$ cat src/rtl/icache_arbiter_pkg.sv
// icache_arbiter_pkg: shared widths, FSM/owner encodings and block helper for the I-cache arbiter
package icache_arbiter_pkg;
  localparam int ADDR_W = 40;
  localparam int CBLOCK_W = 128;
  localparam int IDX_W = 12;
  localparam int VPN_W = ADDR_W - IDX_W;
  localparam int OFF_W = 4;
  localparam int BLK_W = ADDR_W - OFF_W;
  typedef enum logic [1:0] {IDLE, BUSY, DRAIN} state_e;
  typedef enum logic {OWN_FETCH, OWN_PF} owner_e;
  function automatic logic [BLK_W-1:0] block_of(input logic [ADDR_W-1:0] pc);
    return pc[ADDR_W-1:OFF_W];
  endfunction
endpackage

$ cat src/rtl/icache_arbiter_if.sv
// icache_arbiter_if: fetch, prefetch and I-cache/TLB signals seen by the arbiter
interface icache_arbiter_if;
  import icache_arbiter_pkg::*;
  logic fetch_req_valid;
  logic [ADDR_W-1:0] fetch_req_pc;
  logic fetch_kill;
  logic fetch_gnt;
  logic fetch_resp_valid;
  logic pf_req_valid;
  logic [ADDR_W-1:0] pf_req_pc;
  logic pf_gnt;
  logic pf_resp_valid;
  logic [CBLOCK_W-1:0] resp_data;
  logic resp_xcpt;
  logic icache_req_valid;
  logic [IDX_W-1:0] icache_req_idx;
  logic [VPN_W-1:0] tlb_req_vpn;
  logic icache_req_kill;
  logic icache_resp_valid;
  logic [CBLOCK_W-1:0] icache_resp_data;
  logic tlb_resp_miss;
  logic tlb_resp_xcpt;
  modport master (
    output fetch_req_valid, fetch_req_pc, fetch_kill, pf_req_valid, pf_req_pc,
           icache_resp_valid, icache_resp_data, tlb_resp_miss, tlb_resp_xcpt,
    input  fetch_gnt, fetch_resp_valid, pf_gnt, pf_resp_valid, resp_data, resp_xcpt,
           icache_req_valid, icache_req_idx, tlb_req_vpn, icache_req_kill
  );
  modport slave (
    input  fetch_req_valid, fetch_req_pc, fetch_kill, pf_req_valid, pf_req_pc,
           icache_resp_valid, icache_resp_data, tlb_resp_miss, tlb_resp_xcpt,
    output fetch_gnt, fetch_resp_valid, pf_gnt, pf_resp_valid, resp_data, resp_xcpt,
           icache_req_valid, icache_req_idx, tlb_req_vpn, icache_req_kill
  );
endinterface

$ cat src/rtl/icache_arb_starve_cnt.sv
// icache_arb_starve_cnt: counts fetch grants won while the prefetcher waits, saturating at STARVE_MAX
module icache_arb_starve_cnt #(
  parameter int STARVE_MAX = 4
) (
  input  logic       clk,
  input  logic       rst,
  input  logic       inc,
  input  logic       clr,
  output logic [2:0] cnt
);
  always_ff @(posedge clk or negedge rst)
    if (!rst) cnt <= '0;
    else if (clr) cnt <= '0;
    else if (inc && cnt < 3'(STARVE_MAX)) cnt <= cnt + 3'd1;
endmodule

$ cat src/rtl/icache_arbiter.sv
// icache_arbiter: single-outstanding arbiter between fetch and next-line prefetch into the I-cache/TLB
module icache_arbiter
  import icache_arbiter_pkg::*;
#(
  parameter int STARVE_MAX = 4
) (
  input logic clk,
  input logic rst,
  icache_arbiter_if.slave bus
);
  state_e state, state_n;
  owner_e owner, win;
  logic [BLK_W-1:0] blk;
  logic drain_cnt;
  logic [2:0] starve;
  logic fetch_ok, grant, kill_req, deliver;
  logic [ADDR_W-1:0] win_pc;
  assign fetch_ok = bus.fetch_req_valid && !bus.fetch_kill;
  assign win = (bus.pf_req_valid && (starve == 3'(STARVE_MAX) || !fetch_ok)) ? OWN_PF : OWN_FETCH;
  assign win_pc = win == OWN_PF ? bus.pf_req_pc : bus.fetch_req_pc;
  // grant is combinational, so it is gated by rst to keep outputs quiet during reset
  assign grant = rst && state == IDLE && (fetch_ok || bus.pf_req_valid);
  // a demand fetch to another block makes an in-flight prefetch useless
  assign kill_req = state == BUSY && (bus.fetch_kill ||
                    (owner == OWN_PF && bus.fetch_req_valid && block_of(bus.fetch_req_pc) != blk));
  assign deliver = state == BUSY && !kill_req &&
                   (bus.tlb_resp_xcpt || (!bus.tlb_resp_miss && bus.icache_resp_valid));
  icache_arb_starve_cnt #(.STARVE_MAX(STARVE_MAX)) u_starve (
    .clk(clk),
    .rst(rst),
    .inc(grant && win == OWN_FETCH && bus.pf_req_valid),
    .clr((grant && win == OWN_PF) || !bus.pf_req_valid),
    .cnt(starve)
  );
  always_ff @(posedge clk or negedge rst)
    if (!rst) begin
      state <= IDLE;
      owner <= OWN_FETCH;
      blk <= '0;
      drain_cnt <= 1'b0;
    end else begin
      state <= state_n;
      drain_cnt <= state == DRAIN && state_n == DRAIN;
      if (grant) begin
        owner <= win;
        blk <= block_of(win_pc);
      end
    end
  always_comb begin
    state_n = state;
    if (state == IDLE) state_n = grant ? BUSY : IDLE;
    else if (state == BUSY)
      state_n = kill_req ? (bus.icache_resp_valid ? IDLE : DRAIN)
              : (bus.tlb_resp_xcpt || bus.tlb_resp_miss || bus.icache_resp_valid) ? IDLE : BUSY;
    else state_n = (bus.icache_resp_valid || drain_cnt) ? IDLE : DRAIN;
  end
  always_comb begin
    bus.fetch_gnt = grant && win == OWN_FETCH;
    bus.pf_gnt = grant && win == OWN_PF;
    bus.icache_req_valid = grant;
    bus.icache_req_idx = grant ? win_pc[IDX_W-1:0] : '0;
    bus.tlb_req_vpn = grant ? win_pc[ADDR_W-1:IDX_W] : '0;
    bus.fetch_resp_valid = deliver && owner == OWN_FETCH;
    bus.pf_resp_valid = deliver && owner == OWN_PF;
    bus.resp_xcpt = deliver && bus.tlb_resp_xcpt;
    bus.resp_data = (deliver && !bus.tlb_resp_xcpt) ? bus.icache_resp_data : '0;
    bus.icache_req_kill = kill_req || state == DRAIN ||
                          (state == BUSY && (bus.tlb_resp_xcpt || bus.tlb_resp_miss));
  end
endmodule

$ cat src/flat_wrapper.sv
// flat-port wrapper written by rule: the top's interface ports become plain ports
module icache_arbiter_flat import icache_arbiter_pkg::*;
#(
  parameter int STARVE_MAX = 4
)
  (clk, rst, bus_fetch_req_valid, bus_fetch_req_pc, bus_fetch_kill, bus_pf_req_valid, bus_pf_req_pc, bus_icache_resp_valid, bus_icache_resp_data, bus_tlb_resp_miss, bus_tlb_resp_xcpt, bus_fetch_gnt, bus_fetch_resp_valid, bus_pf_gnt, bus_pf_resp_valid, bus_resp_data, bus_resp_xcpt, bus_icache_req_valid, bus_icache_req_idx, bus_tlb_req_vpn, bus_icache_req_kill);
  icache_arbiter_if bus_i ();
  input logic clk;
  input logic rst;
  input wire logic [$bits(bus_i.fetch_req_valid)-1:0] bus_fetch_req_valid;
  input wire logic [$bits(bus_i.fetch_req_pc)-1:0] bus_fetch_req_pc;
  input wire logic [$bits(bus_i.fetch_kill)-1:0] bus_fetch_kill;
  input wire logic [$bits(bus_i.pf_req_valid)-1:0] bus_pf_req_valid;
  input wire logic [$bits(bus_i.pf_req_pc)-1:0] bus_pf_req_pc;
  input wire logic [$bits(bus_i.icache_resp_valid)-1:0] bus_icache_resp_valid;
  input wire logic [$bits(bus_i.icache_resp_data)-1:0] bus_icache_resp_data;
  input wire logic [$bits(bus_i.tlb_resp_miss)-1:0] bus_tlb_resp_miss;
  input wire logic [$bits(bus_i.tlb_resp_xcpt)-1:0] bus_tlb_resp_xcpt;
  output wire logic [$bits(bus_i.fetch_gnt)-1:0] bus_fetch_gnt;
  output wire logic [$bits(bus_i.fetch_resp_valid)-1:0] bus_fetch_resp_valid;
  output wire logic [$bits(bus_i.pf_gnt)-1:0] bus_pf_gnt;
  output wire logic [$bits(bus_i.pf_resp_valid)-1:0] bus_pf_resp_valid;
  output wire logic [$bits(bus_i.resp_data)-1:0] bus_resp_data;
  output wire logic [$bits(bus_i.resp_xcpt)-1:0] bus_resp_xcpt;
  output wire logic [$bits(bus_i.icache_req_valid)-1:0] bus_icache_req_valid;
  output wire logic [$bits(bus_i.icache_req_idx)-1:0] bus_icache_req_idx;
  output wire logic [$bits(bus_i.tlb_req_vpn)-1:0] bus_tlb_req_vpn;
  output wire logic [$bits(bus_i.icache_req_kill)-1:0] bus_icache_req_kill;
  assign bus_i.fetch_req_valid = bus_fetch_req_valid;
  assign bus_i.fetch_req_pc = bus_fetch_req_pc;
  assign bus_i.fetch_kill = bus_fetch_kill;
  assign bus_i.pf_req_valid = bus_pf_req_valid;
  assign bus_i.pf_req_pc = bus_pf_req_pc;
  assign bus_i.icache_resp_valid = bus_icache_resp_valid;
  assign bus_i.icache_resp_data = bus_icache_resp_data;
  assign bus_i.tlb_resp_miss = bus_tlb_resp_miss;
  assign bus_i.tlb_resp_xcpt = bus_tlb_resp_xcpt;
  assign bus_fetch_gnt = bus_i.fetch_gnt;
  assign bus_fetch_resp_valid = bus_i.fetch_resp_valid;
  assign bus_pf_gnt = bus_i.pf_gnt;
  assign bus_pf_resp_valid = bus_i.pf_resp_valid;
  assign bus_resp_data = bus_i.resp_data;
  assign bus_resp_xcpt = bus_i.resp_xcpt;
  assign bus_icache_req_valid = bus_i.icache_req_valid;
  assign bus_icache_req_idx = bus_i.icache_req_idx;
  assign bus_tlb_req_vpn = bus_i.tlb_req_vpn;
  assign bus_icache_req_kill = bus_i.icache_req_kill;
  icache_arbiter #(.STARVE_MAX(STARVE_MAX)) u_core (.clk(clk), .rst(rst), .bus(bus_i));
endmodule
$ cat config.mk
export PLATFORM = sky130hd
export DESIGN_NAME = icache_arbiter_flat
export DESIGN_NICKNAME = d
export VERILOG_FILES = /design/src/rtl/icache_arbiter_pkg.sv /design/src/rtl/icache_arbiter_if.sv /design/src/rtl/icache_arb_starve_cnt.sv /design/src/rtl/icache_arbiter.sv /design/src/flat_wrapper.sv
export SDC_FILE = /design/constraint.sdc
export NUM_CORES = 1
export LEC_CHECK = 0
export ABC_AREA = 1
export CAP_MARGIN = 40
export CORE_AREA = 2 2 151 153
export DETAILED_ROUTE_END_ITERATION = 6
export DIE_AREA = 0 0 153 155
export DONT_BUFFER_PORTS = 1
export GPL_ROUTABILITY_DRIVEN = 0
export PLACE_DENSITY_LB_ADDON = 0.3
export SYNTH_ARGS = -nofsm -noshare
export SYNTH_HDL_FRONTEND = slang
export SYNTH_HIERARCHICAL = 1
export SYNTH_SLANG_ARGS = --single-unit
$ cat constraint.sdc
create_clock -name clk -period 5.3 [get_ports clk]
set_input_delay 1.06 -clock clk [delete_from_list [all_inputs] [get_ports clk]]
set_output_delay 1.06 -clock clk [all_outputs]
set_load 0.05 [all_outputs]
==> results.json <==
{
  "placement_rows": 55,
  "most_common_cell_after_layout_fill_and_taps_aside": "nand2_1",
  "pwr-share-comb": 0.457,
  "antennaDiodeCount": 0,
  "drc_violation_count_after_routing": 0,
  "sw_frac_of_total": 0.425,
  "detailedRoute.firstPassIterationCount": 4,
  "critical_path.max_fanout": 42,
  "ioPinCount": 391,
  "placeableCoreArea_sq_um": 22200,
  "dr.first_iter.drc_count": 245,
  "vias": 4716,
  "fp.dieW_um": 153,
  "dieArea_sq_um": 23700,
  "synth_top_area_cell": "dfrtp_1",
  "io_buffer_count": 0,
  "critical_path.endpoint_type": "output pin",
  "area_added_between_synthesis_and_finish_pct": 45.4,
  "yosys.cell_types.count": 24,
  "maximum_number_of_pins_on_one_net_before_global_route_repair": 131,
  "internal_power_mw": 0.827,
  "outcome": "finished clean",
  "grt_first_pass_wirelength_um": 30500,
  "worst-r2r-setup-slack_ns": 3.08,
  "maxSlewViolCount": 0,
  "power.static_leakage_nw": 3.47,
  "grt_antenna_before_repair": 0,
  "tritoncts.num_buffers": 5,
  "postLayoutCoreUtil": 0.294,
  "tritoncts": "yes",
  "clock_tree.buffer_depth": 2,
  "drive_gt1_frac": 0.401,
  "power.share.clock": 0.217,
  "worst_ep_arrival_time_ns": 3.32,
  "initial_core_util": 0.202,
  "cts_sinks": 43,
  "hpwl_um": 18000,
  "synth_area_leaders": "dfrtp_1 (24%), nor3_2 (22%), nand2_1 (14%)",
  "remaining_overflow_grt": 0,
  "syn-mean-instance-area_sq_um": 6.74,
  "setup.worst_path.start_class": "input pin",
  "time_the_worst_path_needs_with_i_o_delays_and_setup_ns": 4.38,
  "clk_latency_ns": 0.29,
  "rsz0062_at_grt": "no",
  "fin_tns_setup_ns": 0,
  "synth_fp_nets": 884,
  "cell_area_after_technology_mapping_sq_um": 4500,
  "finalHoldViolCount": 0,
  "slew_headroom": 0.573,
  "drt-wirelength-per-cell_um": 19.6,
  "ys_seq_elements": 43,
  "first_global_vias": 4650,
  "postRouteAntennaNets": 0,
  "synth_cells": 667,
  "layout.cells.most_common_list": "nand2_1 (167), inv_1 (159), buf_4 (139)",
  "critical_path_class": "in -> out",
  "cts_repair_resize_count": 0,
  "clk_pin_slew_worst_paths_ns": 0.07,
  "drv.max_cap_violation_count": 0,
  "fin_worst_skew_ns": 0.00906,
  "vias_per_cell": 4.33,
  "synth_top_area_share": 0.239,
  "crit_required_ns": 4.24,
  "ys_seq_area_frac": 0.239,
  "power_density_nw_per_um2": 220,
  "max_freq_mhz": 228,
  "total_wire_length_um": 21400,
  "share_of_power_burned_in_registers": 0.326,
  "tcrit_tclk_final": 0.826,
  "design.final.nets": 1022,
  "htree_levels": 2,
  "p_switching_mw": 0.611,
  "timing.hold.worst.class": "in -> async",
  "synth-warning-count": 6,
  "cts_hold_repair.buffers": 0,
  "cts_setup_buffers": 0,
  "die-height_um": 155,
  "setup_viol_count_final": 0,
  "clock-root-buffer": "clkbuf_16",
  "timing_worst_slew_pin_value_ns": 0.640,
  "vdd_ir_max_mv": 0.151,
  "total_routing_usage_gr": 0.171
}
==> routing by layer <==
metal / routed length [um] / track usage
met2: 11100 / 0.313
met3: 1550 / 0.0474
met4: 114 / 0.0225
met5: 0 / 0
met1: 8690 / 0.204
==> state kept, by name, indices dropped and copies added (netlist names) <==
signal / flops
u_core/blk: 36
u_core/drain_cnt: 1
u_core/owner: 1
u_core/state: 2
u_core/u_starve/cnt: 3
==> cells by family (layout without fill, tap and decap cells) <==
logic type	after synthesis	count (layout)	synth area share
simple gates	353	353	0.456
fa+ha+maj	1	1	0.00278
flops	43	43	0.239
xor+xnor	24	24	0.0468
buf+inv	209	347	0.195
compound gates	37	37	0.0604
==> final timing paths <==
kind / startpoint / to / cells after the start
min: rst / u_core/blk[19]$_DFFE_PN0P_ / 0
min reg2reg: u_core/drain_cnt$_DFF_PN0_ / u_core/drain_cnt$_DFF_PN0_ / 3
min in group clk: u_core/drain_cnt$_DFF_PN0_ / u_core/drain_cnt$_DFF_PN0_ / 3
max reg2reg: u_core/state[0]$_DFF_PN0_ / u_core/blk[13]$_DFFE_PN0P_ / 8
max: bus_fetch_req_pc[23] / bus_resp_data[122] / 11
max in group asynchronous: rst / u_core/blk[7]$_DFFE_PN0P_ / 0
==> critical path: stages <==
cell	delay (ns)
xnor2_1	0.14
nand2_1	0.09
nor2_1	0.19
nand2_1	0.10
nor2_1	0.13
nand3_1	0.14
nand2_1	0.17
nand4_4	0.32
buf_4	0.45
nor3_1	0.24
buf_4	0.24
==> power groups by stage <==
stage | Clock [mW] | Sequential (mW) | Combinational [mW]
floorplan | 0 | 0.465 | 0.480
global placement | 0 | 0.473 | 0.664
detailed placement | 0 | 0.476 | 0.669
CTS | 0.324 | 0.470 | 0.671
global route | 0.335 | 0.481 | 0.714
finish | 0.311 | 0.469 | 0.657
==> area by class of cell <==
cell class | instances | area (sq um)
multi-input combinational | 415 | 2670
clock buffer | 5 | 125
tap | 285 | 357
timing repair buffer | 170 | 1660
sequential | 43 | 1080
fill | 2473 | 15700
inverter | 170 | 638
clock inverter | 2 | 13.8
==> cell usage after synthesis <==
master,n
buf_6,11
clkinv_1,1
nand3_1,32
buf_4,1
nor3_2,100
o21ai_2,10
o21ai_0,7
o21bai_1,12
nand4_2,1
nand4_1,4
dfrtp_1,43
buf_2,3
a22o_1,4
nand2_1,167
clkbuf_1,24
a21oi_1,3
inv_2,10
ha_1,1
a21oi_2,1
xnor2_1,24
nor3_1,29
nor2_1,18
nor2_2,2
inv_1,159
==> stage by stage <==
| stage | area [sq um] | setup WS [ns] | std cells | power, mW | hold slack [ns] |
|---|---|---|---|---|---|
| 5_1_grt | 6540 | 0.659 | 1090 | 1.53 | 0.437 |
| 6_report | 6540 | 0.922 | 1090 | 1.44 | 0.455 |
| 4_1_cts | 6540 | 0.798 | 1090 | 1.46 | 0.443 |
| 2_1_floorplan | 4500 | 1.20 | 667 | 0.945 | 0.459 |
| 3_5_place_dp | 6400 | 0.794 | 1083 | 1.14 | 0.484 |
| 3_3_place_gp | 6380 | 0.772 | 1081 | 1.14 | 0.480 |
No activity file was read; power rests on OpenSTA's default activity.
